### src/rtl/fetch_queue.sv
// Instruction-fetch front end: sequential PC issue to imem, credit-based response FIFO, redirect flush.
// Optional FETCH_QUEUE_BYPASS_EN: a response into an empty queue reaches decode in the same cycle.
module fetch_queue #(
  parameter logic [31:0] RESET_PC        = 32'h0000_0000,
  parameter int unsigned DEPTH           = 4,
  parameter int unsigned MAX_OUTSTANDING = 2
) (
  input  logic        clk,
  input  logic        rst,
  output logic        imem_req_valid,
  input  logic        imem_req_ready,
  output logic [31:0] imem_req_addr,
  input  logic        imem_rsp_valid,
  input  logic [31:0] imem_rsp_data,
  input  logic        redirect,
  input  logic [31:0] redirect_pc,
  input  logic        stall_d,
  output logic        inst_valid_d,
  output logic [31:0] inst_d,
  output logic [31:0] pc_d,
  output logic [31:0] pc_plus4_d,
  output logic        empty
);

  localparam int unsigned AW = $clog2(DEPTH);
  localparam int unsigned CW = $clog2(DEPTH + 1);
  localparam int unsigned OW = $clog2(MAX_OUTSTANDING + 1);
  localparam int unsigned IW = (MAX_OUTSTANDING > 1) ? $clog2(MAX_OUTSTANDING) : 1;

  logic [31:0]   r_fetch_pc;
  logic [OW-1:0] r_out;
  logic [OW-1:0] r_drop;
  logic [CW-1:0] r_count;
  logic [AW-1:0] r_wr;
  logic [AW-1:0] r_rd;
  logic [IW-1:0] r_if_wr;
  logic [IW-1:0] r_if_rd;
  logic [31:0]   r_if_pc   [MAX_OUTSTANDING];
  logic [31:0]   r_q_pc    [DEPTH];
  logic [31:0]   r_q_inst  [DEPTH];

  logic          w_req_valid;
  logic          w_hs;
  logic          w_rsp;
  logic          w_rsp_drop;
  logic          w_rsp_keep;
  logic          w_byp;
  logic          w_pop;
  logic          w_push;
  logic [31:0]   w_rsp_pc;
  logic [OW-1:0] w_out_after_rsp;

  function automatic logic [IW-1:0] f_if_inc(input logic [IW-1:0] p);
    return (32'(p) == MAX_OUTSTANDING - 1) ? '0 : p + IW'(1);
  endfunction

  // Credit check counts in-flight requests so every accepted request already owns a FIFO slot.
  assign w_req_valid = rst && !redirect && (32'(r_out) < MAX_OUTSTANDING) &&
                       ((32'(r_count) + 32'(r_out)) < DEPTH);
  assign w_hs        = w_req_valid && imem_req_ready;

  assign w_rsp           = imem_rsp_valid && (r_out != '0);
  assign w_rsp_drop      = w_rsp && (redirect || (r_drop != '0));
  assign w_rsp_keep      = w_rsp && !w_rsp_drop;
  assign w_rsp_pc        = r_if_pc[r_if_rd];
  assign w_out_after_rsp = r_out - OW'(w_rsp);

`ifdef FETCH_QUEUE_BYPASS_EN
  assign w_byp = w_rsp_keep && (r_count == '0);
`else
  assign w_byp = 1'b0;
`endif

  assign w_pop  = (r_count != '0) && !stall_d && !redirect;
  assign w_push = w_rsp_keep && !(w_byp && !stall_d);

  assign imem_req_valid = w_req_valid;
  assign imem_req_addr  = r_fetch_pc;
  assign empty          = (r_count == '0);
  assign inst_valid_d   = (r_count != '0) || w_byp;

  always_comb begin
    inst_d = '0;
    pc_d   = '0;
    if (r_count != '0) begin
      inst_d = r_q_inst[r_rd];
      pc_d   = r_q_pc[r_rd];
    end else if (w_byp) begin
      inst_d = imem_rsp_data;
      pc_d   = w_rsp_pc;
    end
  end

  assign pc_plus4_d = inst_valid_d ? (pc_d + 32'd4) : '0;

  always_ff @(posedge clk or negedge rst) begin
    if (!rst) begin
      r_fetch_pc <= RESET_PC;
      r_out      <= '0;
      r_drop     <= '0;
      r_count    <= '0;
      r_wr       <= '0;
      r_rd       <= '0;
      r_if_wr    <= '0;
      r_if_rd    <= '0;
    end else if (redirect) begin
      // No handshake is possible this cycle, so whatever is still unreturned must be squashed.
      r_fetch_pc <= redirect_pc & 32'hFFFF_FFFC;
      r_out      <= w_out_after_rsp;
      r_drop     <= w_out_after_rsp;
      r_count    <= '0;
      r_wr       <= '0;
      r_rd       <= '0;
      if (w_rsp) r_if_rd <= f_if_inc(r_if_rd);
    end else begin
      if (w_hs) begin
        r_fetch_pc <= r_fetch_pc + 32'd4;
        r_if_wr    <= f_if_inc(r_if_wr);
      end
      if (w_rsp)      r_if_rd <= f_if_inc(r_if_rd);
      if (w_rsp_drop) r_drop  <= r_drop - OW'(1);
      if (w_push)     r_wr    <= r_wr + AW'(1);
      if (w_pop)      r_rd    <= r_rd + AW'(1);
      r_out   <= r_out + OW'(w_hs) - OW'(w_rsp);
      r_count <= r_count + CW'(w_push) - CW'(w_pop);
    end
  end

  always_ff @(posedge clk) begin
    if (w_hs) r_if_pc[r_if_wr] <= r_fetch_pc;
    if (w_push) begin
      r_q_pc[r_wr]   <= w_rsp_pc;
      r_q_inst[r_wr] <= imem_rsp_data;
    end
  end

endmodule
### config.mk
export PLATFORM = sky130hd
export DESIGN_NAME = fetch_queue
export DESIGN_NICKNAME = d
export VERILOG_FILES = /design/src/rtl/fetch_queue.sv
export SDC_FILE = /design/constraint.sdc
export NUM_CORES = 1
export LEC_CHECK = 0
export CAP_MARGIN = 0
export CORE_MARGIN = 2
export CORE_UTILIZATION = 40
export DETAILED_ROUTE_END_ITERATION = 7
export PLACE_DENSITY = 0.63
export RECOVER_POWER = 100
export SLEW_MARGIN = 0
export SYNTH_ARGS = -nofsm -noshare
export SYNTH_HDL_FRONTEND = slang
export SYNTH_SLANG_ARGS = --single-unit
export TNS_END_PERCENT = 1
### constraint.sdc
create_clock -name clk -period 3.73 [get_ports clk]
set_input_delay 0.746 -clock clk [delete_from_list [all_inputs] [get_ports clk]]
set_output_delay 0.746 -clock clk [all_outputs]
set_load 0.01 [all_outputs]
; Word level (Yosys, flattened, before mapping)
; Memories as Yosys holds them, arrays and structs flattened.
; Cells that the tools add are included.
[classes]
add_sub_neg = 13
n_bitwise = 1
n_reduce_logical = 22
magnitude_cmp = 2
mux = 19
[op_table]
columns = cell, count
row1 = 2-to-1 mux 32 bit, 5
row2 = adder 32 x 3 -> 32 bit (second input constant), 2
row3 = 2-to-1 mux 2 bit, 7
row4 = nonzero test 2 bit, 6
row5 = logical AND 1 bit, 9
row6 = 2-to-1 mux 1 bit, 6
row7 = adder 2 x 1 -> 2 bit (second input constant), 2
row8 = adder 3 x 2 -> 4 bit, 1
row9 = < comparator 4 x 3 -> 1 bit (second input constant), 1
row10 = subtractor 2 x 1 -> 2 bit, 2
row11 = adder 3 x 1 -> 3 bit, 1
row12 = zero test 1 bit, 3
row13 = zero test 3 bit, 1
row14 = 2-to-1 mux 3 bit, 1
row15 = nonzero test 3 bit, 1
row16 = subtractor 3 x 1 -> 3 bit, 1
row17 = adder 1 bit (second input constant), 2
row18 = adder 2 x 1 -> 2 bit, 1
row19 = < comparator 2 bit (second input constant), 1
row20 = AND reduction 2 bit, 1
row21 = subtractor 2 x 1 -> 2 bit (second input constant), 1
row22 = logical OR 1 bit, 1
row23 = NOT 1 bit, 1
[word_totals]
ramBits = 320
word_cells = 68
output_inout_bits = 131
n_memories = 3
in_bits = 70
ff_bits = 45
[memory_table]
columns = name, words, word_bits, read_ports, rd_clocked_by_memory_dff, wr, line
row1 = r_q_inst, 4, 32, 1, 0, 1, 40  ; logic [31:0] r_q_inst [DEPTH];
row2 = r_q_pc, 4, 32, 1, 0, 1, 39  ; logic [31:0] r_q_pc [DEPTH];
row3 = r_if_pc, 2, 32, 1, 0, 1, 38  ; logic [31:0] r_if_pc [MAX_OUTSTANDING];

; Depth between registers and ports, before layout
[logic_depth]
depth_word = 8
ltp_mapped = 12
depth_no_buf = 12

; Least setup slack after synthesis
; Ideal clock, no wire load.
[synth_path]
path_kind = input -> register
from = input port redirect
to = memory r_if_pc[0][10], enable pin
setup_time_ns = 0.417
cell_stages = 6
path_buffers = 2
arrival_ns = 3.346
slack_ns = -0.033
required_time_ns = 3.313
path_cell_list = or4b_1 > and4bb_2 > inv_1 > clkbuf_1 > clkbuf_1 > nor2_1
[synth_between]
elab_chain_cells = 7
[synth_rtl]
columns = item, line
row1 = start: declaration, 15  ; input logic redirect,
row2 = zero test 1 bit, 58  ; assign w_req_valid = rst && !redirect && (32'(r_out) < MAX_OUTSTANDING) &&
row3 = logical AND 1 bit (3 in series), 58
row4 = logical AND 1 bit, 60  ; assign w_hs = w_req_valid && imem_req_ready;
row5 = 2-to-1 mux 1 bit, 130  ; if (w_hs) r_if_pc[r_if_wr] <= r_fetch_pc;
row6 = 2-to-1 mux 1 bit (not written as such), 130
row7 = end: declaration, 38
; No other way between the ends.

; Worst setup path after layout
[layout_path]
from = register r_rd[0]
to = output port pc_plus4_d[16]
[layout_between]
elab_chain_cells = 4
[layout_rtl]
columns = item, line
row1 = start: declaration, 35  ; logic [AW-1:0] r_rd;
row2 = start signal: assignment, 123  ; if (w_pop) r_rd <= r_rd + AW'(1);
row3 = memory read (4 x 32 bit), --
row4 = 2-to-1 mux 32 bit, 85  ; if (r_count != '0) begin
row5 = adder 32 x 3 -> 32 bit, 94  ; assign pc_plus4_d = inst_valid_d ? (pc_d + 32'd4) : '0;
row6 = 2-to-1 mux 32 bit, 94
row7 = end: declaration, 21  ; output logic [31:0] pc_plus4_d,
; No other way between the ends.

==> qor.txt <==
Top FF cell, synth -> edfxtp_1
Placed cells -> 1646
Count leader, synth -> edfxtp_1
Final setup margin -> -106 ps
Worst slack, placed -> -27.0 ps
Flop2flop setup slack -> 520 ps
Leak Pwr -> 6.87 nW
Cell breakdown of the critical path -> buf_6, buf_12, buf_8, mux4_2, and2_4, o2111ai_2, buf_6, buf_4, or3_1, a21oi_2, buf_4
Synth top cells by count -> edfxtp_1, and2_1, nor2_1, nand2_1, dfrtp_1
Cell area after synthesis -> 15100 sq um
Share of cells above drive strength 1 -> 0.213
Setup Skew -> 19.9 ps
Die area -> 39200 sq um
Area growth from synthesis to layout -> 29.6%
Register bit total from synthesis -> 351
Worst-Skew Late Latency -> 530 ps
RSZ-0062 raised after global routing -> true
GR Overflow Total -> 0
Setup crit end kind -> output pin
Routed vias/inst -> 5.10
Crit-path max cell delay -> 500 ps
Post-Syn Instances -> 917
Crit Path Category -> flop to output pin
Multi-input logic area -> 4610 sq um
Worst Path Required -> 2980 ps
Routed len/inst -> 19.6 um
Worst hold endpoint -> r_count[1]
Crit Path Max Fanout -> 6
IO Port Bufs -> 192
Largest net degree at the start of global routing -> 63
Final Slew Violations -> 72
Final setup vio count -> 12
Post-CTS Hold Buffers -> 0
Fmax -> 261 MHz
Ant. Diodes -> 0
Worst vdd ir -> 0.000300 V
Register area share after synthesis -> 0.685
Worst slew pin tran -> 2540 ps
Status -> finished with violations
Core ar. -> 37400 sq um
Distinct cell type count after synthesis -> 57
Post-synth EDFFs -> 308
Crit path launch type -> flop
Post-Layout Inst Area -> 19500 sq um
First-pass detailed-route iteration total -> 5
Final #Nets -> 1283
Worst hold slack -> 509 ps
Final hold viol count -> 0
CTS clk-pin slew, worst paths -> 60 ps
Clock sinks -> 351
Vias in the first global route -> 9277
Violated checks -> capacitance limit, slew limit, setup timing
Max-cap violations -> 2
Final ANT Viol Nets -> 0
Worst path arrival time -> 3090 ps
Minimum clock period after layout -> 3840 ps
Storage cell area -> 10300 sq um
Drt total wl -> 34100 um
Slowest stage cell on the critical path -> dfrtp_4
CTS Buf Count -> 38
Worst hold path type -> primary input to flop
H-Tree Depth -> 2
IO Pins -> 201
Hold Startpoint -> redirect
Slew HR -> -0.693
Maximum clock insertion buffer count -> 3
Synth top area share -> 0.614
Async SR Flop Fraction -> 0.123
Total Routing Usage GR -> 0.176
Worst r2r src -> r_count[2]
Pwr/cell area -> 660 nW/um^2
Final std cells w/o fill -> 1739
PnR Total Power -> 12.9 mW
Fill cells -> 3115
Initial antenna violation count -> 0
Synth top area cells -> edfxtp_1, dfrtp_1, mux4_2
Routability congestion estimate -> 0.801
Vias -> 8875
CTS tree -> yes
Setup TNS -> -567 ps
Layout Utilization -> 0.522
DRC -> 0
Die Span Y -> 198 um
Crit share post-route -> 1.03
Synthesized area per cell -> 16.4 sq um
Starting DRT DRC Count -> 434
Initial core utilization -> 0.403
First-pass GRT wire length -> 52700 um
Hold Crit Depth -> 2
Row count -> 71
Area leader, netlist -> edfxtp_1
Worst R2R End -> r_count[2]
Worst reg-to-reg path cell count -> 11
Ys Warns -> 0
Placement Cell Area -> 18000 sq um
Die Wd -> 198 um
Hpwl dp -> 21900 um
Root Buffer -> clkbuf_16
==> cells by family (layout without fill, tap and decap cells) <==
logic type / Yosys count / in the layout / synth area share
AO/OA/AOI/OAI: 57 / 57 / 0.0221
XOR/XNOR: 51 / 51 / 0.0296
adder cells (fa/ha/maj): 14 / 14 / 0.0121
buffers and inverters: 67 / 373 / 0.0237
flip-flops: 351 / 351 / 0.685
multiplexers: 105 / 105 / 0.130
other: 1 / 6 / 0.000249
AND/OR/NAND/NOR: 271 / 271 / 0.0975
==> registers in the layout, indices dropped and copies added, names as in the netlist <==
name,count
r_count,3
r_out,2
r_if_pc,60
r_q_inst,128
r_q_pc,120
r_rd,2
imem_req_addr,30
r_if_wr,1
r_if_rd,1
r_drop,2
r_wr,2
==> routing by layer <==
| layer | vias up | wire length [um] | GRT usage |
|---|---|---|---|
| li1 | 4079 | - | - |
| met1 | 4479 | 14800 | 0.233 |
| met2 | 269 | 16500 | 0.297 |
| met3 | 48 | 1990 | 0.0324 |
| met4 | 0 | 777 | 0.0482 |
| met5 | - | 0 | 0 |
==> worst max path at each step <==
stage                        start             end  slack [ps]  cells after the start
after CTS                  r_rd[0]  pc_plus4_d[31]        -220                     10
after global routing       r_rd[0]  pc_plus4_d[30]        -190                     11
after detailed placement   r_rd[0]  pc_plus4_d[19]         -30                      9
after floorplan           redirect  r_if_pc[0][10]         460                      6
final                      r_rd[0]  pc_plus4_d[16]        -110                     11
after global placement     r_rd[0]  pc_plus4_d[19]          -8                      9
==> final cells by class <==
| type | instances | share of cell area |
|---|---|---|
| well taps | 511 | 0.0327 |
| inverters | 21 | 0.00403 |
| clock inverters | 18 | 0.0135 |
| flip-flops and latches | 351 | 0.529 |
| repair buffers | 283 | 0.133 |
| multi-input cells | 504 | 0.236 |
| clock buffers | 51 | 0.0527 |
==> worst max-delay path, delay by kind of cell (launching register included) <==
| family | cells | cell delay, ps |
|---|---|---|
| buf+inv | 6 | 870 |
| simple gates | 2 | 510 |
| flops | 1 | 500 |
| mux | 1 | 460 |
| compound gates | 2 | 240 |
==> repair_timing <==
action                                  CTS  global route
gates cloned                              2             0
setup buffers                            14             9
endpoints found under the setup margin   26            30
pin swaps                                19            18
resized for setup                       106            38
==> report_power, final <==
group	leakage (nW)	internal (mW)	switching, mW
registers	3.30	4.63	0.164
logic	2.94	2.14	2.13
clock network	0.623	2.37	1.47
==> cells in the final DEF (no fill, tap or decap), drive strengths merged, types with 3 or more instances in the layout <==
cell type and n:
dfrtp 43, clkbuf 74, clkinv 9, clkdlybuf4s50 65, nor2 58, or3 5, edfxtp 308, mux2i 5
bufinv 6, mux2 39, buf 85, nor4 6, and3 11, o21ai 32, dlygate4sd2 7, dlygate4sd3 99
nand3 15, xnor2 34, xor2 17, inv 22, nor4b 3, and4 8, nor3 13, mux4 61
a31oi 3, o211ai 3, nand2 55, ha 13, clkdlybuf4s15 3, and2 68, a21oi 8, nand4 17
conb 6
(Power assumes the default switching activity.)
